## config.mk

```make
export PLATFORM = sky130hd
export DESIGN_NAME = paddle_ai
export DESIGN_NICKNAME = d
export VERILOG_FILES = /design/src/rtl/paddle_ai.sv
export SDC_FILE = /design/constraint.sdc
export NUM_CORES = 1
export LEC_CHECK = 0
export ABC_CLOCK_PERIOD_IN_PS = 5900
export CORE_MARGIN = 2
export CORE_UTILIZATION = 53
export CTS_CLUSTER_SIZE = 25
export DETAILED_ROUTE_END_ITERATION = 6
export GPL_TIMING_DRIVEN = 0
export PLACE_DENSITY_LB_ADDON = 0.08
export SKIP_LAST_GASP = 1
export SYNTH_ARGS = -nofsm -noshare
export SYNTH_HDL_FRONTEND = slang
export SYNTH_SLANG_ARGS = --single-unit
```

## constraint.sdc

```tcl
create_clock -name clk -period 5.9 [get_ports clk]
set_input_delay 0.59 -clock clk [delete_from_list [all_inputs] [get_ports clk]]
set_output_delay 0.59 -clock clk [all_outputs]
set_load 0.005 [all_outputs]
```

## src/rtl/paddle_ai.sv

```systemverilog
// Computer-controlled paddle: returns to mid-field when the ball recedes, waits a
// reaction delay once it approaches, then tracks ball_y with periodic dy decisions.
module paddle_ai #(
   parameter int BIT_WIDTH     = 10,
   parameter int MAX_Y         = 480,
   parameter int PADDLE_LENGTH = 80,
   parameter int DEAD_ZONE     = 4,
   parameter int REACT_CYCLES  = 3,
   parameter int DECIDE_PERIOD = 2
) (
   input  logic                 clk,
   input  logic                 rst_n,
   input  logic                 enable,
   input  logic                 pause,
   input  logic                 side,
   input  logic [BIT_WIDTH-1:0] ball_y,
   input  logic                 ball_dir_x,
   input  logic [BIT_WIDTH-1:0] paddle_y,
   output logic [1:0]           dy,
   output logic [1:0]           ai_state
);

   localparam int EW = BIT_WIDTH + 2;
   localparam int TW = (DECIDE_PERIOD > 1) ? $clog2(DECIDE_PERIOD) : 1;
   localparam int RW = (REACT_CYCLES > 1) ? $clog2(REACT_CYCLES) : 1;

   localparam logic [TW-1:0]        TICK_LAST  = TW'(DECIDE_PERIOD - 1);
   localparam logic [RW-1:0]        REACT_LOAD = RW'(REACT_CYCLES - 1);
   localparam logic signed [EW-1:0] REST_Y     = EW'(MAX_Y / 2);
   localparam logic signed [EW-1:0] HALF_LEN   = EW'(PADDLE_LENGTH / 2);
   localparam logic signed [EW-1:0] DZ_POS     = EW'(DEAD_ZONE);
   localparam logic signed [EW-1:0] DZ_NEG     = -DZ_POS;

   typedef enum logic [1:0] {
      S_IDLE   = 2'd0,
      S_RETURN = 2'd1,
      S_WAIT   = 2'd2,
      S_TRACK  = 2'd3
   } state_t;

   state_t                 r_state, w_state_nxt;
   logic [1:0]             r_dy, w_dy_nxt;
   logic [RW-1:0]          r_react, w_react_nxt;
   logic [TW-1:0]          r_tick, w_tick_nxt;
   logic                   w_approach;
   logic                   w_tick;
   logic signed [EW-1:0]   w_target;
   logic signed [EW-1:0]   w_center;
   logic signed [EW-1:0]   w_err;

   assign w_approach = (side == 1'b0) ? ball_dir_x : ~ball_dir_x;
   assign w_tick     = (r_tick == TICK_LAST);
   // Two guard bits keep target - center exact for every input combination.
   assign w_target   = (r_state == S_TRACK) ? $signed({2'b00, ball_y}) : REST_Y;
   assign w_center   = $signed({2'b00, paddle_y}) + HALF_LEN;
   assign w_err      = w_target - w_center;

   always_ff @(posedge clk or negedge rst_n) begin
      if (!rst_n) begin
         r_state <= S_IDLE;
         r_dy    <= '0;
         r_react <= '0;
         r_tick  <= '0;
      end else begin
         r_state <= w_state_nxt;
         r_dy    <= w_dy_nxt;
         r_react <= w_react_nxt;
         r_tick  <= w_tick_nxt;
      end
   end

   always_comb begin
      w_state_nxt = r_state;
      w_dy_nxt    = r_dy;
      w_react_nxt = r_react;
      w_tick_nxt  = r_tick;

      if (!pause) begin
         w_tick_nxt = w_tick ? '0 : r_tick + TW'(1);

         if (w_tick && (r_state == S_RETURN || r_state == S_TRACK)) begin
            if (w_err > DZ_POS)      w_dy_nxt = 2'b01;
            else if (w_err < DZ_NEG) w_dy_nxt = 2'b10;
            else                     w_dy_nxt = 2'b00;
         end

         // State moves override the tick decision where they force dy to rest.
         case (r_state)
            S_IDLE: begin
               w_dy_nxt    = 2'b00;
               w_state_nxt = S_RETURN;
            end
            S_RETURN: begin
               if (w_approach) begin
                  w_state_nxt = S_WAIT;
                  w_react_nxt = REACT_LOAD;
                  w_dy_nxt    = 2'b00;
               end
            end
            S_WAIT: begin
               w_dy_nxt = 2'b00;
               if (!w_approach)           w_state_nxt = S_RETURN;
               else if (r_react == '0)    w_state_nxt = S_TRACK;
               else                       w_react_nxt = r_react - RW'(1);
            end
            S_TRACK: begin
               if (!w_approach) w_state_nxt = S_RETURN;
            end
            default: w_state_nxt = S_IDLE;
         endcase
      end

      if (!enable) begin
         w_state_nxt = S_IDLE;
         w_dy_nxt    = 2'b00;
      end
   end

   assign dy       = r_dy;
   assign ai_state = r_state;

endmodule

```

# Yosys cells after proc, flatten, opt, wreduce, memory -nomap -nowiden
# Cells that the tools add are included.
[classes] bitwise_logic=2 eq_ne=10 add_sub_neg=4 muxes=20 magnitude_cmp=2 n_reduce_logical=8
[op_table] operator="2-bit 2-to-1 mux" count=14
[op_table] operator="12-bit by 4-bit greater-than comparator with 1-bit output, second input constant" count=1
[op_table] operator="12-bit by 3-bit less-than comparator with 1-bit output, second input constant" count=1
[op_table] operator="10-bit by 11-bit subtractor with 12-bit output" count=1
[op_table] operator="10-bit by 6-bit adder with 11-bit output, second input constant" count=1
[op_table] operator="10-bit 2-to-1 mux" count=1
[op_table] operator="2-bit != test, second input constant" count=4
[op_table] operator="2-bit one-hot mux with 2 select lines" count=2
[op_table] operator="2-bit one-hot mux with 4 select lines" count=1
[op_table] operator="3-bit != test, second input constant" count=2
[op_table] operator="5-bit AND reduction" count=1
[op_table] operator="2-bit == test, second input constant" count=2
[op_table] operator="2-bit logical NOT" count=2
[op_table] operator="4-bit != test, second input constant" count=1
[op_table] operator="4-bit AND reduction" count=1
[op_table] operator="2-bit by 1-bit == test with 1-bit output, second input constant" count=1
[op_table] operator="1-bit 2-to-1 mux" count=2
[op_table] operator="1-bit inverter" count=2
[op_table] operator="2-bit nonzero test" count=1
[op_table] operator="2-bit OR reduction" count=1
[op_table] operator="2-bit by 1-bit subtractor with 2-bit output, second input constant" count=1
[op_table] operator="1-bit adder, second input constant" count=1
[op_table] operator="1-bit logical AND" count=1
[op_table] operator="1-bit logical OR" count=1
[word_totals] out_inout_bits=4 reg_bits=7

# Longest topological paths before layout
# Gate-level depths: netlist (run 1).
[depth] depth_word=11 ltp_mapped=13 mapped_depth_nobuf=12

# Least setup slack after synthesis (run 1)
# No wires, ideal clock.
[synth_path] path_type="reg2reg" startpoint="register r_state[0] (netlist: ai_state[0])" endpoint="register r_dy[1] (netlist: dy[1])" arrival_ns=2.896 slack_ns=2.868 synth_period_minus_slack_ns=3.032 path_stages_with_launch=13 n_path_buf=1 path_cell_list="dfrtp_1 > ha_1 > clkbuf_1 > and2_1 > ha_1 > ha_1 > fa_1 > a211oi_2 > nor2_1 > xor2_1 > nand2_1 > a2111oi_0 > a31oi_1"
[synth_between] elab_chain_len=11
[synth_lines] item="from (decl)" line_no="41" source="state_t r_state, w_state_nxt;"
[synth_lines] item="from (signal assigned)" line_no="65" source="r_state <= w_state_nxt;"
[synth_lines] item="2-bit == test" line_no="54, 81"
[synth_lines] item="10-bit 2-to-1 mux" line_no="54" source="assign w_target = (r_state == S_TRACK) ? $signed({2'b00, ball_y}) : REST_Y;"
[synth_lines] item="10-bit by 11-bit subtractor with 12-bit output" line_no="56" source="assign w_err = w_target - w_center;"
[synth_lines] item="12-bit by 3-bit less-than comparator with 1-bit output" line_no="83" source="else if (w_err < DZ_NEG) w_dy_nxt = 2'b10;"
[synth_lines] item="2-bit 2-to-1 mux" line_no="83"
[synth_lines] item="2-bit 2-to-1 mux" line_no="82" source="if (w_err > DZ_POS) w_dy_nxt = 2'b01;"
[synth_lines] item="2-bit 2-to-1 mux" line_no="81" source="if (w_tick && (r_state == S_RETURN || r_state == S_TRACK)) begin"
[synth_lines] item="2-bit 2-to-1 mux" line_no="94" source="if (w_approach) begin"
[synth_lines] item="2-bit one-hot mux with 2 select lines (*)" line_no="88" source="case (r_state)"
[synth_lines] item="2-bit 2-to-1 mux (*)" line_no="78" source="if (!pause) begin"
[synth_lines] item="2-bit 2-to-1 mux (*)" line_no="113" source="if (!enable) begin"
[synth_lines] item="to (signal assigned)" line_no="66" source="r_dy <= w_dy_nxt;"
[synth_lines] item="to (decl)" line_no="42" source="logic [1:0] r_dy, w_dy_nxt;"
# Every way passes the cells marked *; elsewhere a longest branch is shown, timed or not. The select of a mux whose other input is x is not followed.
# A chain may end at the register's enable or synchronous reset.

# Final worst setup path (run 1)
[layout_path] startpoint="register r_state[1] (netlist: ai_state[1])" endpoint="register r_dy[0] (netlist: dy[0])"
[layout_between] elab_chain_len=10
[layout_lines] item="2-bit == test" line_no="54, 81"
[layout_lines] item="10-bit 2-to-1 mux" line_no="54"
[layout_lines] item="10-bit by 11-bit subtractor with 12-bit output" line_no="56"
[layout_lines] item="12-bit by 4-bit greater-than comparator with 1-bit output" line_no="82"
[layout_lines] item="2-bit 2-to-1 mux" line_no="82"
[layout_lines] item="2-bit 2-to-1 mux" line_no="81"
[layout_lines] item="2-bit 2-to-1 mux" line_no="94"
[layout_lines] item="2-bit one-hot mux with 2 select lines (*)" line_no="88"
[layout_lines] item="2-bit 2-to-1 mux (*)" line_no="78"
[layout_lines] item="2-bit 2-to-1 mux (*)" line_no="113"
# Marked as above.

==> Implementation_results.wiki, run 1 <==
{| class="wikitable"
! Metric !! Value
|-
| Worst Tran Pin Value || 0.429 ns
|-
| DRC errors left || 0
|-
| WS Path Type || flop to flop
|-
| Number of synthesized flops with an enable pin || 0
|-
| Count of nets after finishing || 235
|-
| First-pass GRT wire length || 4150 µm
|-
| Setup crit start kind || flop
|-
| Clock-pin slew on the worst setup and hold paths || about 0.050 ns
|-
| Worst vdd rail ir drop || between 0.09 and 0.1 mV
|-
| Switching share of total power || between 30 and 40%
|-
| Antenna violations before repair || 0
|-
| Number of global-route vias before repair || 1076
|-
| Die height || ~50 µm
|-
| Total standard cell area after synthesis || approximately 1200 µm²
|-
| Internal power || roughly 130 µW
|-
| Final setup TNS || 0 ns
|-
| Fin. Hold Viols || 0
|-
| Starting utilization of the core area || between 50% and 60%
|-
| Unrepaired setup endpoints after global routing || no
|-
| Main synth FF type || sky130_fd_sc_hd__dfrtp_1
|-
| Worst path most repeated cell || sky130_fd_sc_hd__ha_1
|-
| Multi-input gate area || between 900 and 1000 µm²
|-
| DRT iter0 DRCs || 17
|-
| Unique cell type count in the Yosys netlist || 37
|-
| Synth Net Count || around 200
|-
| CTS-repair resized insts || 0
|-
| Part of the power in registers || between 30% and 40%
|-
| Switching Power || 72.8 µW
|-
| CP Max Fanout || 10
|-
| Share of final-layout standard cells stronger than drive strength 1 || around 4.4%
|-
| Number of buffers added on ports || 28
|-
| Commonest cells after routing, fill and taps aside || sky130_fd_sc_hd__clkdlybuf4s50_1, sky130_fd_sc_hd__ha_1, sky130_fd_sc_hd__inv_1
|-
| Total of hold buffers inserted after clock tree synthesis || 0
|-
| Final Routed Wirelength || about 2400 µm
|-
| CP Data Arrival Time || between 3 and 4 ns
|-
| Top-area cell type share of the netlist area || between 20% and 30%
|-
| Type of the worst min-delay path || flop to flop
|-
| CTS H-Tree Depth || 1
|-
| Skew-Pair Late Insertion Delay || 0.25 ns
|-
| Part of the cycle the worst path needs || 57.8%
|-
| Total Die Area || around 2600 µm²
|-
| Critical path buffers and inverters || 1
|-
| Mean post-synth cell area || 7.83 µm²
|-
| Overall fraction of global-route tracks in use || between 10% and 20%
|-
| Largest area contributor in the synthesized netlist || sky130_fd_sc_hd__ha_1
|-
| Utilization of the core after routing || a little over two thirds
|-
| Leakage || approximately 0.00068 µW
|-
| Area grow syn2layout || 28.9%
|-
| Number of buffers added for setup after CTS || 0
|-
| Antenna cells || 0
|-
| Crit-path max cell delay || 0.43 ns
|-
| Number of cells produced by synthesis || between 150 and 200
|-
| Clock Sinks || 7
|-
| Vias after detailed routing || roughly 1.1k
|-
| Weighted congestion at the end of routability-driven global placement || between 0.8 and 0.9
|-
| Max transition margin || 71.4%
|-
| Row count || 17
|-
| Maxcap violations || 0
|-
| Critical path's slowest cell || sky130_fd_sc_hd__dfrtp_1
|-
| Gate power share || ~47%
|-
| Worst EP required || between 6 and 7 ns
|-
| TritonCTS clock tree || yes
|-
| CTS max path bufs || 2
|-
| Number of warnings issued by yosys || 0
|-
| PwrDens || about 130 nW/µm²
|-
| Cell-by-cell listing of the critical path || ha_1 -> clkbuf_1 -> and2_1 -> ha_1 -> ha_1 -> fa_1 -> a211oi_2 -> o21bai_1 -> a21oi_1 -> xor2_1 -> nand3_1 -> o31a_1
|-
| Routed wirelength normalized by instance count || 11.3 µm
|-
| Result of the run || finished clean
|-
| Largest net degree at the start of global routing || 11
|-
| Number of CTS-inserted buffers || 3
|-
| Leading cell type in the layout, fill and taps excluded || sky130_fd_sc_hd__clkdlybuf4s50_1
|-
| Final worst path period need || 3.41 ns
|-
| Highest attainable clock frequency || between 200 and 300 MHz
|-
| Capturing element type of the critical path || flop
|-
| Die outline width || 51.2 µm
|-
| Power share of the clock group || 21.7%
|-
| PnR Total Power || between 200 and 250 µW
|-
| Detailed Routing Iterations Pass 1 || 5
|-
| Critical path's top delay family || adder cells
|-
| Clock tree root buffer cell || sky130_fd_sc_hd__clkbuf_4
|-
| IO Count || 30
|-
| Remaining antenna violation count || 0
|-
| Core region area || roughly 2200 µm²
|-
| Residual overflow from global routing || 0
|-
| Post-detailed-placement half-perimeter wirelength || 2060 µm
|-
| Register area || between 150 and 200 µm²
|-
| Per-cell via count in the routed design || ~5.4
|-
| Sequential element share of the synthesized area || 14.8%
|-
| Fin. max-slew vios || 0
|-
| Filler cell count in the final layout || between 200 and 250
|-
| Setup skew after layout || slightly below 0.0004 ns
|-
| Final setup violating endpoints || 0
|-
| Register bit total from synthesis || 7
|-
| Biggest area contributors in the synthesized netlist || sky130_fd_sc_hd__ha_1, sky130_fd_sc_hd__dfrtp_1, sky130_fd_sc_hd__inv_1, sky130_fd_sc_hd__xor2_1, sky130_fd_sc_hd__nand2_1
|-
| Share of async-settable or async-resettable flops after synthesis || between 90% and 100%
|}
worst reg2reg max path, stage by stage, from the launching register on:
cell and delay [ns]:
sky130_fd_sc_hd__dfrtp_1 0.43, sky130_fd_sc_hd__ha_1 0.27, sky130_fd_sc_hd__clkbuf_1 0.38, sky130_fd_sc_hd__and2_1 0.19
sky130_fd_sc_hd__ha_1 0.22, sky130_fd_sc_hd__ha_1 0.24, sky130_fd_sc_hd__fa_1 0.42, sky130_fd_sc_hd__a211oi_2 0.28
sky130_fd_sc_hd__o21bai_1 0.11, sky130_fd_sc_hd__a21oi_1 0.18, sky130_fd_sc_hd__xor2_1 0.23, sky130_fd_sc_hd__nand3_1 0.12
sky130_fd_sc_hd__o31a_1 0.25
layout make-up:
class / instances / area share, %
plain buffers: 2 / 0.493
repair buffers: 28 / 18.4
multi-input cells: 122 / 60.7
flip-flops and latches: 7 / 11.5
inverters: 20 / 4.93
clock buffers: 4 / 1.72
well taps: 28 / 2.30
synthesized netlist by cell type, drive strengths merged, types with 2 or more instances:
cell,number
a31oi,4
inv,20
o21a,3
nand2,13
nor2,9
clkbuf,2
xnor2,3
ha,24
nand4,2
o21ai,10
nor2b,7
dfrtp,7
o21bai,3
xor2,8
a21oi,9
and2,3
a211oi,3
nor3,3
nand2b,4
nor4,2
through the flow:
stage / setup slack (ns) / area (µm²) / std cells / hold WS [ns]
6_report: 2.49 / 1520 / 211 / 0.516
5_1_grt: 2.13 / 1520 / 211 / 0.552
4_1_cts: 2.45 / 1520 / 211 / 0.512
3_5_place_dp: 2.45 / 1500 / 207 / 0.502
3_3_place_gp: 2.55 / 1500 / 207 / 0.495
2_1_floorplan: 2.87 / 1180 / 151 / 0.294
power by group through the flow:
stage	Sequential (µW)	Combinational [µW]	Clock [µW]
after detailed placement	65.2	95.8	0
after floorplan	63.7	63.2	0
final	64.7	95.2	44.3
after global placement	64.6	91.6	0
after CTS	64.4	96.4	44.5
after global routing	65.6	107	49.2
cell families (layout without fill, tap and decap cells):
logic type / after synthesis / after routing / share of synthesized area (%)
muxes: 1 / 1 / 0.847
xor gates and xnor gates: 11 / 11 / 8.78
and+or+nand+nor: 46 / 46 / 19.8
adders and majority gates: 25 / 25 / 27.1
AOI/OAI and AO/OA: 39 / 39 / 21.7
buffers and inverters: 22 / 54 / 6.98
DFF: 7 / 7 / 14.8
worst paths after layout:
check                                         from                endpoint  slack (ns)  cells past startpoint
min in group asynchronous                    rst_n  r_react[1]$_DFFE_PN0P_        0.59                      1
max in group asynchronous                    rst_n       dy[0]$_DFFE_PN0N_        5.07                      1
setup / recovery           ai_state[1]$_DFFE_PN0P_       dy[0]$_DFFE_PN0N_        2.49                     12
hold reg to reg                 r_tick$_DFFE_PN0N_      r_tick$_DFFE_PN0N_        0.52                      1
setup reg to reg           ai_state[1]$_DFFE_PN0P_       dy[0]$_DFFE_PN0N_        2.49                     12
hold / removal                  r_tick$_DFFE_PN0N_      r_tick$_DFFE_PN0N_        0.52                      1
registers in the layout (all words and copies together) (netlist names):
register,flops
ai_state,2
dy,2
r_react,2
r_tick,1
layer usage:
metal / GRT usage [%] / up-vias / share of wire [%]
met2: 41.8 / 23 / 57
met3: 0.877 / 4 / 2.9
met4: 5.26 / 0 / 1.2
li1: - / 591 / -
met5: 0 / - / 0
met1: 21.2 / 531 / 39
(Power assumes the default switching activity.)
==> run 2, diff against run 1 <==
--- a/config.mk
+++ b/config.mk
@@ -5,9 +5,9 @@
 export SDC_FILE = /design/constraint.sdc
 export NUM_CORES = 1
 export LEC_CHECK = 0
-export ABC_CLOCK_PERIOD_IN_PS = 5900
+export ABC_CLOCK_PERIOD_IN_PS = 2750
 export CORE_MARGIN = 2
-export CORE_UTILIZATION = 53
+export CORE_UTILIZATION = 44
 export CTS_CLUSTER_SIZE = 25
 export DETAILED_ROUTE_END_ITERATION = 6
 export GPL_TIMING_DRIVEN = 0
==> constraint.sdc (replaced) <==
create_clock -name clk -period 2.75 [get_ports clk]
set_input_delay 0.275 -clock clk [delete_from_list [all_inputs] [get_ports clk]]
set_output_delay 0.275 -clock clk [all_outputs]
set_load 0.005 [all_outputs]
==> run 2 against run 1 <==
  * The run now ends with negative setup slack left
  * Hold slack worse by 0.23 ns
  * Critical path depth unchanged
  * Clock power up 110%
  * Clock skew up 0.0012 ns
  * Via count up 1.3%
  * Maximum frequency up 21%
  * Wire length up 12%
  * Global-route usage down 2.2 points
  * Die area up 19%
  * First-iteration DRC count down 5.9%
  * Critical path type unchanged
  * Critical endpoint is now dy[1]$_DFFE_PN0N_
  * Largest cell class unchanged
  * Largest power group unchanged
  * Highest routed layer unchanged
==> Implementation_results.wiki, run 2 (synthesized netlist as in run 1, its figures left out) <==
{| class="wikitable"
! Metric !! Value
|-
| Worst path most repeated cell || sky130_fd_sc_hd__ha_4
|-
| Final setup TNS || -0.128 ns
|-
| Clock tree root buffer cell || sky130_fd_sc_hd__clkbuf_4
|-
| CP Max Fanout || 6
|-
| Number of global-route vias before repair || 1066
|-
| Overall fraction of global-route tracks in use || between 10% and 20%
|-
| Share of final-layout standard cells stronger than drive strength 1 || 14.1%
|-
| Per-cell via count in the routed design || 5.27
|-
| Antenna violations before repair || 0
|-
| Number of CTS-inserted buffers || 3
|-
| DRT iter0 DRCs || 16
|-
| Post-detailed-placement half-perimeter wirelength || between 2000 and 2500 µm
|-
| Antenna cells || 0
|-
| Routed wirelength normalized by instance count || ~12 µm
|-
| Filler cell count in the final layout || ~220
|-
| Fin. Hold Viols || 0
|-
| Leakage || about 0.00073 µW
|-
| Weighted congestion at the end of routability-driven global placement || approximately 0.8
|-
| WS Path Type || flop to flop
|-
| Remaining antenna violation count || 0
|-
| Smallest setup slack after layout || -0.0639 ns
|-
| Post-Route Hold Slack || approximately 0.28 ns
|-
| Commonest cells after routing, fill and taps aside || sky130_fd_sc_hd__clkdlybuf4s50_1, sky130_fd_sc_hd__inv_1, sky130_fd_sc_hd__ha_1
|-
| Unrepaired setup endpoints after global routing || yes
|-
| Total Die Area || about 3100 µm²
|-
| CTS max path bufs || 2
|-
| DRC errors left || 0
|-
| Largest net degree at the start of global routing || 9
|-
| Setup skew after layout || about 0.0016 ns
|-
| CTS H-Tree Depth || 1
|-
| Final worst path period need || 2.81 ns
|-
| Highest attainable clock frequency || ~360 MHz
|-
| Skew-Pair Late Insertion Delay || 0.25 ns
|-
| Row count || 18
|-
| Count of nets after finishing || 243
|-
| Worst EP required || 2.87 ns
|-
| Area grow syn2layout || 41.8%
|-
| Residual overflow from global routing || 0
|-
| Vias after detailed routing || roughly 1.2k
|-
| Core region area || between 2000 and 3000 µm²
|-
| Type of the worst min-delay path || input pin to async pin
|-
| Starting utilization of the core area || a little under half
|-
| Die outline width || around 56 µm
|-
| Register area || between 150 and 200 µm²
|-
| TritonCTS clock tree || yes
|-
| Fin. max-slew vios || 0
|-
| Final Routed Wirelength || about 2700 µm
|-
| Violated checks || negative setup slack
|-
| Cell-by-cell listing of the critical path || ha_4 -> and2_4 -> ha_4 -> ha_4 -> fa_2 -> a211oi_4 -> o21bai_1 -> a21oi_1 -> xor2_1 -> buf_4 -> a2111oi_4 -> a31oi_1
|-
| Result of the run || finished, violations left
|-
| Crit-path max cell delay || approximately 0.43 ns
|-
| Detailed Routing Iterations Pass 1 || 4
|-
| First-pass GRT wire length || roughly 4500 µm
|-
| Pre-CTS setup slack || -0.375 ns
|-
| Clock Sinks || 7
|-
| Capturing element type of the critical path || flop
|-
| Clock-pin slew on the worst setup and hold paths || ~0.05 ns
|-
| CP Data Arrival Time || approximately 2.9 ns
|-
| Max transition margin || around three quarters
|-
| Worst vdd rail ir drop || about 0.32 mV
|-
| Part of the cycle the worst path needs || 102%
|-
| Number of buffers added on ports || 28
|-
| Leading cell type in the layout, fill and taps excluded || sky130_fd_sc_hd__clkdlybuf4s50_1
|-
| IO Count || 30
|-
| Multi-input gate area || slightly above 1000 µm²
|-
| Final setup violating endpoints || 2
|-
| PwrDens || roughly 280 nW/µm²
|-
| Critical path's slowest cell || sky130_fd_sc_hd__dfrtp_2
|-
| Maxcap violations || 0
|-
| Worst Tran Pin Value || 0.348 ns
|-
| Die height || roughly 56 µm
|-
| Setup crit start kind || flop
|}
run 2: cell count changes in the layout (fill, tap and decap cells not counted), sizes merged:
cell,change
buf,+9
clkbuf,-1
run 2: metal layers:
metal  global-route usage [%]  part of all wire, %  wire length [µm]
met5                        0                    0                 0
met3                     3.49                  4.4               117
met4                     3.06                 0.53                14
met1                     23.5                   47              1250
met2                     30.6                   48              1280
run 2: stage by stage:
step | cells | cell area (µm²) | power, µW | utilization [%]
after floorplan | 151 | 1230 | 278 | -
after global placement | 209 | 1550 | 342 | 61.4
after detailed placement | 209 | 1550 | 351 | 61.4
after CTS | 221 | 1680 | 463 | 66.5
after global routing | 221 | 1680 | 501 | 66.5
final | 221 | 1680 | 463 | 66.5
run 2: report_power, final:
group          internal [µW]  total [µW]  switching, µW
clock network           55.5        94.9           39.5
logic                    118         228            110
registers                121         140           18.6
total                    294         463            168
run 2: layout make-up:
cell class                      instances  area share (%)
Timing Repair Buffer                   37            20.7
Tap cell                               30            2.24
Clock buffer                            4            1.57
Buffer                                  1           0.224
Inverter                               20            4.48
Multi-Input combinational cell        122            60.1
Sequential cell                         7            10.6
run 2: what timing repair did:
item | in CTS | in global routing
buffers inserted | 9 | 0
hold buffers | 0 | 0
setup endpoints to repair | 2 | 2
resized for setup | 8 | 0
pin swaps | 6 | 0
run 2: critical path, delay by kind of cell (launching register included):
family / cells / cell delay, ns
fa+ha+maj: 4 / 0.96
compound gates: 5 / 0.88
flops: 1 / 0.43
buf+inv: 1 / 0.16
simple gates: 1 / 0.15
xor+xnor: 1 / 0.11
run 2: worst paths after layout:
path / start / to / slack (ns) / depth (start not counted)
max in group asynchronous: rst_n / ai_state[0]$_DFFE_PN0P_ / 2.21 / 1
min reg2reg: r_tick$_DFFE_PN0N_ / r_tick$_DFFE_PN0N_ / 0.53 / 1
min: rst_n / r_react[1]$_DFFE_PN0P_ / 0.28 / 1
max: ai_state[1]$_DFFE_PN0P_ / dy[1]$_DFFE_PN0N_ / -0.06 / 12
min in group clk: pause / r_tick$_DFFE_PN0N_ / 0.42 / 2
max reg2reg: ai_state[1]$_DFFE_PN0P_ / dy[1]$_DFFE_PN0N_ / -0.06 / 12
==> run 3, diff against run 2 <==
--- a/config.mk
+++ b/config.mk
@@ -10,8 +10,8 @@
 export CORE_UTILIZATION = 44
 export CTS_CLUSTER_SIZE = 25
 export DETAILED_ROUTE_END_ITERATION = 6
-export GPL_TIMING_DRIVEN = 0
 export PLACE_DENSITY_LB_ADDON = 0.08
+export REMOVE_ABC_BUFFERS = 1
 export SKIP_LAST_GASP = 1
 export SYNTH_ARGS = -nofsm -noshare
 export SYNTH_HDL_FRONTEND = slang
==> run 3 against run 2 <==
  * The run now ends clean
  * Sequential power is essentially flat
  * Setup slack gained 0.13 ns
  * Cell count grew 0.90%
  * Global-route usage grew 0.82 points
  * Via count grew 0.86%
  * Sequential share of layout area shrank 0.34 points
  * Hold slack lost 0.0063 ns
  * Clock skew grew 0.0032 ns
  * Flip-flop and latch count is the same
  * Clock power shrank 2.4%
  * Wire length shrank 1.5%
==> Implementation_results.wiki, run 3 (synthesized netlist as in run 1, its figures left out) <==
{| class="wikitable"
! Metric !! Value
|-
| Type of the worst min-delay path || input pin to async pin
|-
| Leakage || 0.000742 µW
|-
| Post-route cell area || approximately 1700 µm²
|-
| Gate power share || 50.6%
|-
| Remaining antenna violation count || 0
|-
| First-pass GRT wire length || around 4700 µm
|-
| Highest attainable clock frequency || approximately 370 MHz
|-
| Routed wirelength normalized by instance count || approximately 12 µm
|-
| PwrDens || 273 nW/µm²
|-
| DRT iter0 DRCs || 40
|-
| Number of global-route vias before repair || approximately 1.2k
|-
| Count of nets after finishing || ~250
|-
| Fin. Hold Viols || 0
|-
| Filler-free cell count of the finished design || 223
|-
| Starting utilization of the core area || 46.9%
|-
| Vias after detailed routing || 1174
|-
| Post-Route Hold Slack || 0.275 ns
|-
| IO Count || 30
|-
| Internal power || between 200 and 300 µW
|-
| Number of instances in the placed design || 217
|-
| Switching Power || 166 µW
|-
| Setup skew after layout || between 0.004 and 0.005 ns
|-
| Multi-input gate area || approximately 1000 µm²
|-
| Skew-Pair Late Insertion Delay || approximately 0.25 ns
|-
| First element of the critical path || ai_state[1]$_DFFE_PN0P_
|-
| Crit Reg-Reg Startpoint || ai_state[1]$_DFFE_PN0P_
|-
| Final setup violating endpoints || 0
|-
| Worst path most repeated cell || sky130_fd_sc_hd__ha_4
|-
| Final worst path period need || about 2.7 ns
|-
| Worst vdd rail ir drop || ~0.25 mV
|-
| Antenna violations before repair || 0
|-
| Setup crit start kind || flop
|-
| Worst EP required || roughly 2.9 ns
|-
| Largest net degree at the start of global routing || 9
|-
| R2r worst-path depth || 12
|-
| Clock-pin slew on the worst setup and hold paths || 0.05 ns
|-
| Power share of the clock group || just under 20%
|-
| Detailed Routing Iterations Pass 1 || 4
|-
| Result of the run || finished clean
|-
| Total cell area at the placement stage || 1570 µm²
|-
| Register area || around 180 µm²
|-
| Leading cell type in the layout, fill and taps excluded || sky130_fd_sc_hd__clkdlybuf4s50_1
|-
| Residual overflow from global routing || 0
|-
| Area grow syn2layout || 44.4%
|-
| CP Data Arrival Time || around 2.8 ns
|-
| WS Path Type || flop to flop
|-
| Die height || 55.8 µm
|-
| Commonest cells after routing, fill and taps aside || sky130_fd_sc_hd__clkdlybuf4s50_1, sky130_fd_sc_hd__inv_1, sky130_fd_sc_hd__ha_1
|-
| Number of CTS-inserted buffers || 3
|-
| CP Max Fanout || 5
|-
| Worst Tran Pin Value || approximately 0.35 ns
|-
| CTS H-Tree Depth || 1
|-
| Post-detailed-placement half-perimeter wirelength || 2180 µm
|-
| Per-cell via count in the routed design || 5.26
|-
| Filler cell count in the final layout || 217
|-
| PnR Total Power || between 400 and 500 µW
|-
| Die outline width || approximately 56 µm
|-
| Overall fraction of global-route tracks in use || 18.6%
|-
| Antenna cells || 0
|-
| Flop-to-flop setup slack || 0.07 ns
|-
| CTS max path bufs || 2
|-
| Critical path's slowest cell || sky130_fd_sc_hd__dfrtp_1
|-
| Row count || 18
|-
| Number of buffers added on ports || 29
|-
| TritonCTS clock tree || yes
|-
| Unrepaired setup endpoints after global routing || yes
|-
| Crit-path max cell delay || 0.40 ns
|-
| Maxcap violations || 0
|-
| Part of the cycle the worst path needs || a little over nine tenths
|-
| Share of final-layout standard cells stronger than drive strength 1 || between 15 and 20%
|-
| Clock Sinks || 7
|-
| Endpoint of the worst-slack reg-to-reg timing path || dy[1]$_DFFE_PN0N_
|-
| Total of hold buffers inserted after clock tree synthesis || 0
|-
| Switching share of total power || between 30% and 40%
|-
| Fin. max-slew vios || 0
|-
| Weighted congestion at the end of routability-driven global placement || between 0.7 and 0.8
|-
| Capturing element type of the critical path || flop
|-
| Total Die Area || 3120 µm²
|-
| Part of the power in registers || roughly 30%
|-
| Final setup TNS || 0 ns
|-
| Final Routed Wirelength || approximately 2600 µm
|-
| Core region area || between 2000 and 3000 µm²
|-
| Clock tree root buffer cell || sky130_fd_sc_hd__clkbuf_4
|-
| Cell-by-cell listing of the critical path || ha_4 -> and2_4 -> ha_4 -> ha_4 -> fa_2 -> a211oi_4 -> o21bai_1 -> a21oi_1 -> xor2_1 -> buf_4 -> a2111oi_4 -> a31oi_1
|-
| DRC errors left || 0
|-
| Max transition margin || 76.7%
|}
-- run 3: worst max-delay path by stage --
stage                        endpoint  slack (ns)  cells after the start
floorplan           dy[1]$_DFFE_PN0N_       -0.20                     11
finish              dy[1]$_DFFE_PN0N_        0.07                     12
global route        dy[1]$_DFFE_PN0N_       -0.10                     13
global placement    dy[1]$_DFFE_PN0N_       -0.12                     11
CTS                 dy[1]$_DFFE_PN0N_        0.02                     12
detailed placement  dy[1]$_DFFE_PN0N_       -0.20                     11
-- run 3: layer usage --
| layer | GRT usage [%] | wire length (µm) | vias to the layer above |
|---|---|---|---|
| met5 | 0 | 0 | - |
| met4 | 8.16 | 38 | 0 |
| met3 | 1.63 | 62 | 4 |
| met2 | 36.9 | 1430 | 20 |
| met1 | 19.6 | 1090 | 542 |
| li1 | - | - | 608 |
-- run 3: area by class of cell --
cell class              instances  area share (%)
repair buffers                 40            21.8
well taps                      30            2.20
flip-flops and latches          7            10.3
inverters                      20            4.40
multi-input cells             122            59.8
clock buffers                   4            1.54
-- run 3: timing repair --
item                       4_1_cts  5_1_grt
gates resized for setup          9        7
pin swaps                       10        8
buffers inserted                 1        1
setup endpoints to repair        2        2
-- run 3: critical path: cells and delay by family (launching register included) --
kind	cells	cell delay [ns]
fa+ha+maj	4	0.95
compound gates	5	0.81
flops	1	0.40
simple gates	1	0.16
buf+inv	1	0.15
xor+xnor	1	0.10
-- run 3: per-stage QoR --
stage          utilization, %  setup slack, ns
5_1_grt                  67.7           -0.100
4_1_cts                  65.6           0.0211
3_3_place_gp             62.3           -0.119
6_report                 67.7           0.0695
3_5_place_dp             62.3           -0.198
2_1_floorplan               -           -0.195
-- run 3: power groups by stage --
stage | sequential [µW] | combinational (µW) | clock, µW
detailed placement | 138 | 217 | 0
floorplan | 137 | 134 | 0
CTS | 138 | 228 | 94.9
global route | 141 | 266 | 105
finish | 138 | 236 | 92.6
global placement | 138 | 209 | 0
